File: config.mk
export PLATFORM = sky130hd
export DESIGN_NAME = frame_plot_sequencer
export DESIGN_NICKNAME = d
export VERILOG_FILES = /design/src/rtl/frame_plot_pkg.sv /design/src/rtl/frame_plot_sequencer_box_pixel_counter.sv /design/src/rtl/frame_plot_sequencer.sv
export SDC_FILE = /design/constraint.sdc
export NUM_CORES = 1
export LEC_CHECK = 0
export ABC_CLOCK_PERIOD_IN_PS = 3380
export BUFFER_PORTS_ARGS = -buffer_cell sky130_fd_sc_hd__clkbuf_2
export CAP_MARGIN = 20
export CORE_MARGIN = 2
export CORE_UTILIZATION = 50
export DETAILED_ROUTE_END_ITERATION = 10
export GPL_ROUTABILITY_DRIVEN = 0
export GPL_TIMING_DRIVEN = 1
export PLACE_DENSITY_LB_ADDON = 0.05
export SLEW_MARGIN = 20
export SYNTH_ARGS = -nofsm -noshare
export SYNTH_HDL_FRONTEND = slang
export SYNTH_SLANG_ARGS = --single-unit
File: constraint.sdc
create_clock -name clk -period 3.38 [get_ports clk]
set_input_delay 0.507 -clock clk [delete_from_list [all_inputs] [get_ports clk]]
set_output_delay 0.507 -clock clk [all_outputs]
set_load 0.01 [all_outputs]
File: src/rtl/frame_plot_pkg.sv
`default_nettype none
// ============================================================================
// Module      : frame_plot_pkg
// Description : Shared state/command encodings and sizing helper for the
//               frame plot sequencer and its pixel counter.
// Revision    : 1.0 - initial release
// ============================================================================
package frame_plot_pkg;

    // Sequencer states
    localparam logic [2:0] IDLE  = 3'd0;
    localparam logic [2:0] LOAD  = 3'd1;
    localparam logic [2:0] PLOT  = 3'd2;
    localparam logic [2:0] NEXT  = 3'd3;
    localparam logic [2:0] DONE  = 3'd4;
    localparam logic [2:0] CLEAR = 3'd5;

    // Latched command
    localparam logic [1:0] CMD_ERASE = 2'd0;
    localparam logic [1:0] CMD_DRAW  = 2'd1;
    localparam logic [1:0] CMD_CLEAR = 2'd2;

    // Colour written by a full-screen clear
    localparam int CLEAR_COLOR = 0;

    // Index width for a range of n values, never narrower than one bit
    function automatic int idx_width(input int n);
        return (n > 1) ? $clog2(n) : 1;
    endfunction

endpackage
`default_nettype wire

File: src/rtl/frame_plot_sequencer_box_pixel_counter.sv
`default_nettype none
// ============================================================================
// Module      : box_pixel_counter
// Description : Row-major W x H pixel counter. cx runs 0..W-1 and wraps,
//               stepping cy; cy wraps after H-1. clr has priority over en.
// Ports       : clk, rst (sync, active-high), clr, en -> cx, cy, last
//               last = (cx == W-1) && (cy == H-1)
// Revision    : 1.0 - initial release
// ============================================================================
module box_pixel_counter
    import frame_plot_pkg::*;
#(
    parameter int W = 4,
    parameter int H = 4
) (
    input  logic                    clk,
    input  logic                    rst,
    input  logic                    clr,
    input  logic                    en,
    output logic [idx_width(W)-1:0] cx,
    output logic [idx_width(H)-1:0] cy,
    output logic                    last
);

    localparam int CX_W = idx_width(W);
    localparam int CY_W = idx_width(H);
    localparam logic [CX_W-1:0] C_CX_MAX = CX_W'(W - 1);
    localparam logic [CY_W-1:0] C_CY_MAX = CY_W'(H - 1);

    logic [CX_W-1:0] r_cx;
    logic [CY_W-1:0] r_cy;

    always_ff @(posedge clk) begin
        if (rst || clr) begin
            r_cx <= '0;
            r_cy <= '0;
        end else if (en) begin
            if (r_cx == C_CX_MAX) begin
                r_cx <= '0;
                r_cy <= (r_cy == C_CY_MAX) ? '0 : r_cy + CY_W'(1);
            end else begin
                r_cx <= r_cx + CX_W'(1);
            end
        end
    end

    assign cx   = r_cx;
    assign cy   = r_cy;
    assign last = (r_cx == C_CX_MAX) && (r_cy == C_CY_MAX);

endmodule
`default_nettype wire

File: src/rtl/frame_plot_sequencer.sv
`default_nettype none
// ============================================================================
// Module      : frame_plot_sequencer
// Description : Drives the shared VGA plot port for the game FSM. An erase or
//               draw command walks all NUM_OBJ objects, plotting each
//               BOX_W x BOX_H box row-major; off-screen pixels are suppressed.
// Ports       : clk, reset (sync, active-high)
//               start_erase/start_draw/start_clear : 1-cycle commands
//               obj_idx -> obj_x/obj_y/obj_color  : object lookup
//               plot, plot_x, plot_y, plot_color   : registered pixel write
//               busy (state != IDLE), done (1-cycle completion pulse)
// Options     : PLOT_CLEAR_EN - enables the full-screen CLEAR sweep driven by
//               start_clear; otherwise start_clear is ignored.
// Revision    : 1.0 - initial release
// ============================================================================
module frame_plot_sequencer
    import frame_plot_pkg::*;
#(
    parameter int NUM_OBJ  = 4,
    parameter int BOX_W    = 4,
    parameter int BOX_H    = 4,
    parameter int X_W      = 8,
    parameter int Y_W      = 7,
    parameter int COLOR_W  = 3,
    parameter int SCREEN_W = 160,
    parameter int SCREEN_H = 120
) (
    input  logic                          clk,
    input  logic                          reset,
    input  logic                          start_erase,
    input  logic                          start_draw,
    input  logic                          start_clear,
    output logic [idx_width(NUM_OBJ)-1:0] obj_idx,
    input  logic [X_W-1:0]                obj_x,
    input  logic [Y_W-1:0]                obj_y,
    input  logic [COLOR_W-1:0]            obj_color,
    output logic                          plot,
    output logic [X_W-1:0]                plot_x,
    output logic [Y_W-1:0]                plot_y,
    output logic [COLOR_W-1:0]            plot_color,
    output logic                          busy,
    output logic                          done
);

    localparam int IDX_W = idx_width(NUM_OBJ);
    localparam int BCX_W = idx_width(BOX_W);
    localparam int BCY_W = idx_width(BOX_H);

    logic [2:0]         r_state;
    logic [2:0]         w_state_d;
    logic [1:0]         r_cmd;
    logic [IDX_W-1:0]   r_obj_idx;
    logic [X_W-1:0]     r_base_x;
    logic [Y_W-1:0]     r_base_y;
    logic [COLOR_W-1:0] r_color;
    logic               r_plot;
    logic [X_W-1:0]     r_plot_x;
    logic [Y_W-1:0]     r_plot_y;
    logic [COLOR_W-1:0] r_plot_color;
    logic               r_done;
    logic               r_pix_last;     // pixel now on the port is the box's last

    logic               w_take_clear;
    logic               w_take_box;
    logic [1:0]         w_new_cmd;
    logic               w_idx_last;
    logic               w_load_pix;
    logic               w_box_clr;
    logic [BCX_W-1:0]   w_box_cx;
    logic [BCY_W-1:0]   w_box_cy;
    logic               w_box_last;
    logic [X_W-1:0]     w_src_x;
    logic [Y_W-1:0]     w_src_y;
    logic [COLOR_W-1:0] w_src_color;
    logic [X_W:0]       w_sum_x;
    logic [Y_W:0]       w_sum_y;
    logic               w_in_range;

`ifdef PLOT_CLEAR_EN
    logic                             r_clr_last;
    logic                             w_load_clr;
    logic                             w_clr_clr;
    logic [idx_width(SCREEN_W)-1:0]   w_clr_cx;
    logic [idx_width(SCREEN_H)-1:0]   w_clr_cy;
    logic                             w_clr_last;

    assign w_take_clear = (r_state == IDLE) && start_clear;
`else
    logic w_unused_clear;

    assign w_unused_clear = start_clear;
    assign w_take_clear   = 1'b0;
`endif

    // Commands are only honoured in IDLE; clear outranks erase outranks draw.
    assign w_take_box = (r_state == IDLE) && !w_take_clear && (start_erase || start_draw);
    assign w_new_cmd  = start_erase ? CMD_ERASE : CMD_DRAW;
    assign w_idx_last = (r_obj_idx == IDX_W'(NUM_OBJ - 1));

    // The plot port is registered, so the pixel shown in a PLOT cycle is
    // computed one cycle earlier: LOAD prepares pixel 0 straight from the
    // object inputs, and each PLOT cycle prepares the following pixel.
    assign w_load_pix = (r_state == LOAD) || ((r_state == PLOT) && !r_pix_last);

    // The box counter sits at zero outside LOAD/PLOT, so each LOAD starts the
    // box at (0,0) and steps once per prepared pixel.
    assign w_box_clr = !((r_state == LOAD) || (r_state == PLOT));

    box_pixel_counter #(
        .W (BOX_W),
        .H (BOX_H)
    ) u_box_cnt (
        .clk  (clk),
        .rst  (reset),
        .clr  (w_box_clr),
        .en   (w_load_pix),
        .cx   (w_box_cx),
        .cy   (w_box_cy),
        .last (w_box_last)
    );

    assign w_src_x     = (r_state == LOAD) ? obj_x : r_base_x;
    assign w_src_y     = (r_state == LOAD) ? obj_y : r_base_y;
    assign w_src_color = (r_state == LOAD) ? ((r_cmd == CMD_ERASE) ? '0 : obj_color)
                                           : r_color;

    // One extra bit keeps a wrapped coordinate from landing back on screen.
    assign w_sum_x    = {1'b0, w_src_x} + (X_W + 1)'(w_box_cx);
    assign w_sum_y    = {1'b0, w_src_y} + (Y_W + 1)'(w_box_cy);
    assign w_in_range = (32'(w_sum_x) < 32'(SCREEN_W)) && (32'(w_sum_y) < 32'(SCREEN_H));

`ifdef PLOT_CLEAR_EN
    assign w_load_clr = w_take_clear || ((r_state == CLEAR) && !r_clr_last);
    assign w_clr_clr  = !((r_state == IDLE) || (r_state == CLEAR));

    box_pixel_counter #(
        .W (SCREEN_W),
        .H (SCREEN_H)
    ) u_clr_cnt (
        .clk  (clk),
        .rst  (reset),
        .clr  (w_clr_clr),
        .en   (w_load_clr),
        .cx   (w_clr_cx),
        .cy   (w_clr_cy),
        .last (w_clr_last)
    );
`endif

    // ------------------------------------------------------------------
    // State register
    // ------------------------------------------------------------------
    always_ff @(posedge clk) begin
        if (reset) begin
            r_state <= IDLE;
        end else begin
            r_state <= w_state_d;
        end
    end

    // ------------------------------------------------------------------
    // Next-state logic
    // ------------------------------------------------------------------
    always_comb begin
        w_state_d = r_state;
        case (r_state)
            IDLE: begin
                if (w_take_clear) begin
                    w_state_d = CLEAR;
                end else if (w_take_box) begin
                    w_state_d = LOAD;
                end
            end
            LOAD: w_state_d = PLOT;
            PLOT: begin
                if (r_pix_last) begin
                    w_state_d = NEXT;
                end
            end
            NEXT: w_state_d = w_idx_last ? DONE : LOAD;
            DONE: w_state_d = IDLE;
`ifdef PLOT_CLEAR_EN
            CLEAR: begin
                if (r_clr_last) begin
                    w_state_d = DONE;
                end
            end
`endif
            default: w_state_d = IDLE;
        endcase
    end

    // ------------------------------------------------------------------
    // Datapath and registered outputs
    // ------------------------------------------------------------------
    always_ff @(posedge clk) begin
        if (reset) begin
            r_cmd        <= CMD_ERASE;
            r_obj_idx    <= '0;
            r_base_x     <= '0;
            r_base_y     <= '0;
            r_color      <= '0;
            r_plot       <= 1'b0;
            r_plot_x     <= '0;
            r_plot_y     <= '0;
            r_plot_color <= '0;
            r_done       <= 1'b0;
            r_pix_last   <= 1'b0;
`ifdef PLOT_CLEAR_EN
            r_clr_last   <= 1'b0;
`endif
        end else begin
            r_done     <= (w_state_d == DONE);
            r_plot     <= 1'b0;
            r_pix_last <= 1'b0;

            if (w_take_box) begin
                r_cmd <= w_new_cmd;
            end

            if (r_state == LOAD) begin
                r_base_x <= obj_x;
                r_base_y <= obj_y;
                r_color  <= w_src_color;
            end

            if ((r_state == NEXT) && !w_idx_last) begin
                r_obj_idx <= r_obj_idx + IDX_W'(1);
            end
            if (w_state_d == DONE) begin
                r_obj_idx <= '0;
            end

            if (w_load_pix) begin
                r_plot       <= w_in_range;
                r_plot_x     <= w_sum_x[X_W-1:0];
                r_plot_y     <= w_sum_y[Y_W-1:0];
                r_plot_color <= w_src_color;
                r_pix_last   <= w_box_last;
            end

`ifdef PLOT_CLEAR_EN
            r_clr_last <= 1'b0;
            if (w_take_clear) begin
                r_cmd <= CMD_CLEAR;
            end
            if (w_load_clr) begin
                r_plot       <= 1'b1;
                r_plot_x     <= X_W'(w_clr_cx);
                r_plot_y     <= Y_W'(w_clr_cy);
                r_plot_color <= COLOR_W'(CLEAR_COLOR);
                r_clr_last   <= w_clr_last;
            end
`endif
        end
    end

    assign obj_idx    = r_obj_idx;
    assign plot       = r_plot;
    assign plot_x     = r_plot_x;
    assign plot_y     = r_plot_y;
    assign plot_color = r_plot_color;
    assign busy       = (r_state != IDLE);
    assign done       = r_done;

endmodule
`default_nettype wire
==> results of run 1 <==
==> critical path, cell delays in order (launching register included) <==
cell	delay (ps)
dfxtp_1	460
or3b_4	530
nand2_1	120
nand2_1	60
ha_1	230
fa_1	530
nand3_1	150
mux2i_1	90
a2111oi_2	350
nor3_1	100
nor4_2	210
==> sequential cells by signal, indices dropped and copies added, names as in the netlist, 3 cells and up <==
name,flops
r_color,3
r_base_y,7
plot_x,8
r_base_x,8
r_state,3
plot_color,3
plot_y,7
==> worst paths after layout <==
path                                   to  slack (ps)  depth (start not counted)         from
worst min-delay path             r_cmd[0]         390                          2  start_erase
worst max register to register       plot         470                         10   r_state[0]
worst max-delay path                 plot         470                         10   r_state[0]
worst min register to register  plot_y[2]         450                          2    plot_y[2]
==> layout make-up <==
type                            instances  area (um^2)
Tap cell                               67         83.8
Sequential cell                        49          981
Clock inverter                          1         5.00
Timing Repair Buffer                   49          258
Fill cell                             470         1910
Inverter                                3         11.3
Clock buffer                            7         96.3
Multi-Input combinational cell        217         1380
==> cells in the mapped netlist (all sizes together), types with 2 or more instances <==
cell type	count
dfxtp	49
nand2	38
a21oi	33
nor2	28
mux2i	14
nand3	11
clkbuf	10
nor3	8
o21ai	8
ha	7
nand3b	7
nor3b	7
mux2	6
buf	5
a211oi	4
a21o	4
and3	4
nand2b	4
or3	4
inv	3
nor4	3
xnor2	3
a221oi	2
a31oi	2
fa	2
nor2b	2
o211ai	2
==> metal layers <==
layer,GRT usage [%],vias to the layer above
met5,0,-
met4,6.06,0
met3,4.07,2
met2,32.7,50
met1,28.7,956
li1,-,1089
==> cells by family (layout without fill, tap and decap cells) <==
group	after synthesis	count (layout)	synth area share [%]
AND/OR/NAND/NOR	122	122	25.4
AO/OA/AOI/OAI	63	63	15.7
flip-flops	49	49	39.9
multiplexers	20	20	8.76
buffers and inverters	18	60	3.87
adder cells (fa/ha/maj)	9	9	5.20
XOR/XNOR	3	3	1.07
==> through the flow <==
| step | area [um^2] | power, uW | instances |
|---|---|---|---|
| floorplan | 2460 | 869 | 284 |
| global placement | 2710 | 945 | 385 |
| detailed placement | 2710 | 950 | 385 |
| CTS | 2820 | 1320 | 393 |
| global route | 2820 | 1390 | 393 |
| finish | 2820 | 1310 | 393 |
==> power by group <==
part / internal [uW] / total (uW) / switching (uW) / leakage [uW]
Combinational: 116 / 287 / 171 / 0.000737
Clock: 185 / 373 / 188 / 0.0000542
Sequential: 619 / 648 / 28.6 / 0.000399
Total: 920 / 1310 / 388 / 0.00119
==> results.txt, run 1 <==
Commonest non-fill, non-tap cell in the layout -> dfxtp_1
Chip Height -> 74.1 um
Largest clock skew in the final design -> 3.05 ps
Area share of the largest cell type after synthesis -> 39.9%
Post-detailed-route wirelength per cell -> 13.3 um
Yosys cell types -> 48
Die width -> 74.1 um
Detailed-placement wirelength estimate -> 3740 um
Buffers inserted during post-CTS setup optimization -> 0
Final Net Count -> 357
Drt drc -> 0
Skew-Pair Late Insertion Delay -> 300 ps
Antenna cells -> 0
Commonest non-fill, non-tap cells in the layout -> 49 x dfxtp_1, 44 x clkbuf_2, 38 x nand2_1
Number of warning messages in the yosys log -> 0
Root Buffer Master -> clkbuf_8
Post-Synthesis Cells -> 284
Class of the tightest hold or removal check -> in2reg
Tightest slew margin relative to the limit -> 56.9%
Clock input transition at the sequential cells of the worst setup and hold paths -> 90 ps
Final Setup Violations -> 0
Drt pass-1 iters -> 4
Antenna violation net count after detailed routing -> 0
RSZ-0062 raised after global routing -> false
Asr flop ratio synth -> 0%
Met2 WL post-DR -> 2310 um
Worst path required time -> 3600 ps
Met3 wire len -> 303 um
Cts bufs inserted -> 5
Total routing usage reported by global routing -> 20.7%
Run status -> completed
CP arrival -> 3120 ps
Type of the worst setup path -> reg2reg
Number of enable-type register cells in the synthesized netlist -> 0
Portion of the post-synthesis area used by sequential elements -> 39.9%
Syn Nets -> 316
Routed vias -> 2,097
Row count -> 25
Routed via count divided by cell count -> 5.34
Initial DRC Count -> 99
Top Ports -> 46
Achievable clock frequency -> 344 MHz
Peak VDD IR -> 0.226 mV
Final worst-path cycle share -> 86.1%
Share of the core filled with cells in the final layout -> 59.6%
Average size of a mapped cell -> 8.65 um^2
Final Hold Violating Endpoints -> 0
Worst-path maximum fanout -> 13
Dominant cell type by area after synthesis -> dfxtp_1
Primary FF master, synth -> dfxtp_1
Minimum clock period -> 2910 ps
Post-placement setup slack -> 493 ps
PostCTS Resize Cnt -> 0
Clock tree from TritonCTS -> done
Area of the core region -> 4720 um^2
Detailed-route wire length -> 5210 um
Total of max-cap violations -> 0
Effective utilization at floorplan -> 52.0%
Fraction of final layout cells sized beyond drive strength 1 -> 21.8%
DRT met1 WL -> 2570 um
Vias in the first global route -> 1,870
Leftover overflow at the end of global routing -> 0
Number of antenna violations at the first check in global routing -> 0
Final Hold Slack -> 395 ps
Largest cells by area after synthesis -> dfxtp_1 40%, a21oi_1 6.7%, nand2_1 5.8%
Area Growth Syn to Fin -> 14.6%
Endpoint class of the critical path -> register
Pin count of the biggest net entering global routing -> 24
Uppermost layer routed -> met4
Number of synthesized register bits -> 49
Final max-slew violation count -> 0
P_leak -> 0.00119 uW
Setup TNS Final -> 0 ps
Post-CTS Hold Fix Bufs -> 0
Global-route wire length before repair -> 8720 um
Critical Path Start Type -> register
Clk buf depth -> 2
Pwr/cell area -> 465 nW/um^2
Setup ws final -> 470 ps
Area of the mapped netlist -> 2460 um^2
Deepest level of the CTS H-tree -> 2
CTS sink count -> 49
Die Outline Area -> 5490 um^2
Transition time at the pin with the least slew margin -> 640 ps
Number of buffers inserted by port buffering -> 44
(Power assumes the default switching activity.)
==> run 2: changes to the inputs <==
--- a/config.mk
+++ b/config.mk
@@ -5,7 +5,7 @@
 export SDC_FILE = /design/constraint.sdc
 export NUM_CORES = 1
 export LEC_CHECK = 0
-export ABC_CLOCK_PERIOD_IN_PS = 3380
+export ABC_CLOCK_PERIOD_IN_PS = 2300
 export BUFFER_PORTS_ARGS = -buffer_cell sky130_fd_sc_hd__clkbuf_2
 export CAP_MARGIN = 20
 export CORE_MARGIN = 2
==> constraint.sdc (replaced) <==
create_clock -name clk -period 2.3 [get_ports clk]
set_input_delay 0.345 -clock clk [delete_from_list [all_inputs] [get_ports clk]]
set_output_delay 0.345 -clock clk [all_outputs]
set_load 0.01 [all_outputs]
==> run 2 against run 1 <==
- the flow now finishes with violations (setup timing)
- global-route usage up 4.2 points
- final area up 22%
- fmax up 16%
- critical path type unchanged
- critical endpoint is now r_base_x[0]
- highest routed layer unchanged
==> results.txt, run 2 (synthesis results as in run 1) <==
Minimum clock period -> 2500 ps
Drt drc -> 0
Reg2reg path depth -> 15
Post-detailed-route wirelength per cell -> 15.0 um
RSZ-0062 raised after global routing -> true
Root Buffer Master -> clkbuf_8
Worst-path maximum fanout -> 7
Cts bufs inserted -> 5
Total routing usage reported by global routing -> 24.8%
Top Ports -> 46
Skew-Pair Late Insertion Delay -> 310 ps
Total of max-cap violations -> 0
Clock input transition at the sequential cells of the worst setup and hold paths -> 90 ps
CP arrival -> 2750 ps
Die Outline Area -> 5490 um^2
Detailed-placement wirelength estimate -> 4120 um
Die width -> 74.1 um
Largest clock skew in the final design -> 7.88 ps
Run status -> finished, violations left
Area Growth Syn to Fin -> 39.7%
Pin count of the biggest net entering global routing -> 30
Layout filler cell count -> 371
Tightest slew margin relative to the limit -> 61.7%
Detailed-route wire length -> 6600 um
Final Net Count -> 404
Final Hold Violating Endpoints -> 0
Endpoint class of the critical path -> register
Transition time at the pin with the least slew margin -> 569 ps
Clk buf depth -> 2
Leftover overflow at the end of global routing -> 0
Effective utilization at floorplan -> 52.0%
Total placed instance area -> 2950 um^2
Routed vias -> 2,376
Routed via count divided by cell count -> 5.40
Initial DRC Count -> 90
Area of all placed cells without fillers -> 3430 um^2
Number of antenna violations at the first check in global routing -> 0
Chip Height -> 74.1 um
Achievable clock frequency -> 399 MHz
Commonest non-fill, non-tap cells in the layout -> 46 x dfxtp_1, 44 x clkbuf_2, 43 x buf_4
Global-route wire length before repair -> 10,500 um
Failing checks -> setup timing
Row count -> 25
Number of buffers inserted by port buffering -> 44
Vias in the first global route -> 2,297
P_leak -> 0.00144 uW
Antenna cells -> 0
Antenna violation net count after detailed routing -> 0
Critical Path Start Type -> register
Post-CTS Hold Fix Bufs -> 0
Fraction of final layout cells sized beyond drive strength 1 -> 41.3%
Power after layout -> 2100 uW
Setup ws final -> -203 ps
Pwr/cell area -> 612 nW/um^2
Final max-slew violation count -> 0
Worst path required time -> 2540 ps
Commonest non-fill, non-tap cell in the layout -> dfxtp_1
Peak VDD IR -> 0.378 mV
Cell depth of the worst min-delay path -> 2
Final Setup Violations -> 5
Class of the tightest hold or removal check -> in2reg
Area of the core region -> 4720 um^2
Type of the worst setup path -> reg2reg
Drt pass-1 iters -> 4
Clock tree from TritonCTS -> done
Deepest level of the CTS H-tree -> 2
CTS sink count -> 49
Final worst-path cycle share -> 109%
==> run 2: power breakdown <==
part | leakage (uW) | switching [uW] | internal (uW)
combinational | 0.000987 | 324 | 275
clock | 0.0000512 | 301 | 244
sequential | 0.000400 | 43.4 | 911
==> run 2: final cells by class <==
class | count | area [um^2] | share of cell area, %
Multi-Input combinational cell | 217 | 1610 | 46.9
Sequential cell | 49 | 985 | 28.7
Inverter | 3 | 11.3 | 0.328
Tap cell | 67 | 83.8 | 2.44
Timing Repair Buffer | 96 | 644 | 18.8
Clock buffer | 6 | 82.6 | 2.41
Clock inverter | 2 | 13.8 | 0.401
==> run 2: timing repair <==
item,CTS,global route
resized for setup,20,22
setup buffers,20,6
endpoints found under the setup margin,2,9
cloned,0,0
pin swaps,20,25
==> run 2: path summary, 6_finish.rpt <==
kind / end / start / slack [ps]
worst max register to register: r_base_x[0] / r_state[2] / -200
worst min-delay path: r_cmd[0] / start_erase / 240
worst max-delay path: r_base_x[0] / r_state[2] / -200
worst min register to register: plot_y[3] / plot_y[3] / 450
==> run 2: layer usage <==
metal  GRT usage (%)  wire length [um]
met1            29.5              2870
met2            43.4              3340
met3            5.15               250
met4            10.5               147
met5               0                 0
==> run 2: stage by stage <==
| stage | worst slack (ps) | setup TNS (ps) | util (%) | instances | hold WS, ps |
|---|---|---|---|---|---|
| 6_report | -203 | -504 | 72.6 | 440 | 236 |
| 5_1_grt | -283 | -1380 | 72.6 | 440 | 227 |
| 4_1_cts | -95.7 | -113 | 69.6 | 434 | 230 |
| 3_5_place_dp | -115 | -136 | 62.4 | 406 | 443 |
| 3_3_place_gp | -98.7 | -110 | 62.4 | 406 | 439 |
| 2_1_floorplan | -397 | -909 | - | 284 | 440 |
==> run 2: worst max-delay path: stages, from the launching register on <==
cell and delay (ps):
dfxtp_2 330, buf_4 150, nor3b_4 320, nand2_2 140, buf_4 150, buf_4 120
buf_4 120, buf_4 120, buf_4 120, buf_4 120, buf_4 120, buf_4 120
buf_4 120, buf_4 120, buf_4 130, a21oi_2 120
==> run 3: changes to the inputs <==
--- a/config.mk
+++ b/config.mk
@@ -14,6 +14,7 @@
 export GPL_ROUTABILITY_DRIVEN = 0
 export GPL_TIMING_DRIVEN = 1
 export PLACE_DENSITY_LB_ADDON = 0.05
+export SKIP_LAST_GASP = 1
 export SLEW_MARGIN = 20
 export SYNTH_ARGS = -nofsm -noshare
 export SYNTH_HDL_FRONTEND = slang
==> constraint.sdc (replaced) <==
create_clock -name clk -period 2.3 [get_ports clk]
set_input_delay 0.69 -clock clk [delete_from_list [all_inputs] [get_ports clk]]
set_output_delay 0.69 -clock clk [all_outputs]
set_load 0.01 [all_outputs]
==> run 3 against run 2 <==
- the flow still finishes with violations (setup timing)
- largest cell class unchanged
- sequential power about the same
- fmax up 3.4%
- utilization shrank 3.7 points
- register-to-register slack improved by 80 ps
- sequential cell count did not move
- clock skew increased by 2.0 ps
- hold slack better by 220 ps
==> results.txt, run 3 (synthesis results as in run 1) <==
Peak VDD IR -> 0.390 mV
Final Net Count -> 389
Class of the tightest hold or removal check -> reg2reg
Routed vias -> 2,262
Commonest non-fill, non-tap cell in the layout -> dfxtp_1
Final Setup Violations -> 4
Area of all placed cells without fillers -> 3260 um^2
Cells along the critical path -> buf_4 > nor3b_4 > buf_4 > buf_4 > nand2_4 > nand2_2 > fa_2 > nand3_2 > buf_4 > mux2_4 > o211ai_1 > o21ai_1 > nor4_2
Row count -> 25
Area of the core region -> 4720 um^2
Detailed-route wire length -> 5720 um
Chip Height -> 74.1 um
Layout filler cell count -> 386
Count of buffer and inverter cells on the critical path -> 4
Setup ws final -> -122 ps
Skew-Pair Late Insertion Delay -> 300 ps
Die Outline Area -> 5490 um^2
Deepest level of the CTS H-tree -> 2
Run status -> finished, violations left
Pin count of the biggest net entering global routing -> 23
Final worst-path cycle share -> 105%
Worst-path cell with the longest stage delay -> dfxtp_2
Power after layout -> 2090 uW
CP arrival -> 2640 ps
Detailed-placement wirelength estimate -> 4070 um
Worst-path maximum fanout -> 7
Vias in the first global route -> 2,111
Clock tree from TritonCTS -> done
Post-placement setup slack -> -139 ps
Achievable clock frequency -> 413 MHz
Drt drc -> 0
Total placed instance area -> 2960 um^2
Clock input transition at the sequential cells of the worst setup and hold paths -> 90 ps
Total routing usage reported by global routing -> 21.7%
Largest clock skew in the final design -> 9.86 ps
Worst path required time -> 2520 ps
Die width -> 74.1 um
Transition time at the pin with the least slew margin -> 578 ps
RSZ-0062 raised after global routing -> true
Total of max-cap violations -> 0
Area Growth Syn to Fin -> 32.7%
Minimum clock period -> 2420 ps
CTS sink count -> 49
Tightest slew margin relative to the limit -> 61.0%
Top Ports -> 46
Critical Path Max Stage Delay -> 330 ps
Initial DRC Count -> 91
Most repeated library cell on the critical path -> buf_4
Final max-slew violation count -> 0
P_leak -> 0.00136 uW
Endpoint class of the critical path -> register
Critical Path Start Type -> register
Effective utilization at floorplan -> 52.0%
Kind of cell adding the most delay to the critical path -> simple AND/OR/NAND/NOR gates
Area of all sequential standard cells -> 985 um^2
Antenna violation net count after detailed routing -> 0
Number of buffers inserted by port buffering -> 44
Fraction of final layout cells sized beyond drive strength 1 -> 37.5%
Final Hold Violating Endpoints -> 0
Area taken by multi-input logic gates -> 1560 um^2
Cts bufs inserted -> 5
Number of antenna violations at the first check in global routing -> 0
Post-detailed-route wirelength per cell -> 13.5 um
Failing checks -> setup timing
Routed via count divided by cell count -> 5.33
Leftover overflow at the end of global routing -> 0
Antenna cells -> 0
Commonest non-fill, non-tap cells in the layout -> 46 x dfxtp_1, 44 x clkbuf_2, 32 x buf_4
Post-CTS Hold Fix Bufs -> 0
Drt pass-1 iters -> 4
Root Buffer Master -> clkbuf_8
Setup TNS Final -> -234 ps
Clk buf depth -> 2
Global-route wire length before repair -> 9280 um
Type of the worst setup path -> reg2reg
Pwr/cell area -> 642 nW/um^2
==> run 3: power breakdown <==
group	internal [uW]	switching [uW]	total, uW
logic	245	294	539
clock network	316	284	601
registers	911	40.4	951
total	1470	619	2090
==> run 3: final timing paths <==
check,end,start,slack (ps),cells past startpoint
min,plot_y[3],plot_y[3],450,2
max reg2reg,plot,r_state[2],-120,13
max,plot,r_state[2],-120,13
min reg2reg,plot_y[3],plot_y[3],450,2
==> run 3: repair_timing <==
action / 4_1_cts / 5_1_grt
setup buffers: 5 / 4
resized for setup: 12 / 16
endpoints found under the setup margin: 3 / 10
endpoints found under the hold margin: 0 / 0
cloned: 0 / 0
pin swaps: 12 / 20
==> run 3: worst min-delay path, cell delays in order, from the launching register on <==
cell and delay (ps):
dfxtp_1 310, nand2_1 50, a21oi_1 50
==> run 3: final cells by class <==
| cell class | instances | area share (%) |
|---|---|---|
| Timing Repair Buffer | 81 | 15.9 |
| Sequential cell | 49 | 30.2 |
| Tap cell | 67 | 2.57 |
| Inverter | 3 | 0.346 |
| Multi-Input combinational cell | 217 | 47.8 |
| Clock inverter | 2 | 1.08 |
| Clock buffer | 5 | 2.11 |
==> run 3: per-stage QoR <==
step,utilization (%),instances,hold WS [ps]
finish,69.0,424,452
global route,69.0,424,485
CTS,66.9,420,457
detailed placement,62.7,408,444
global placement,62.7,408,438
floorplan,-,284,440
==> run 3: routing by layer <==
metal	global-route usage, %	wire length [um]	part of all wire [%]	up-vias
met4	6.67	63	1.1	0
met5	0	0	0	-
li1	-	-	-	1157
met1	28.1	2690	47	1048
met3	3.93	175	3.1	7
met2	36.9	2790	49	50
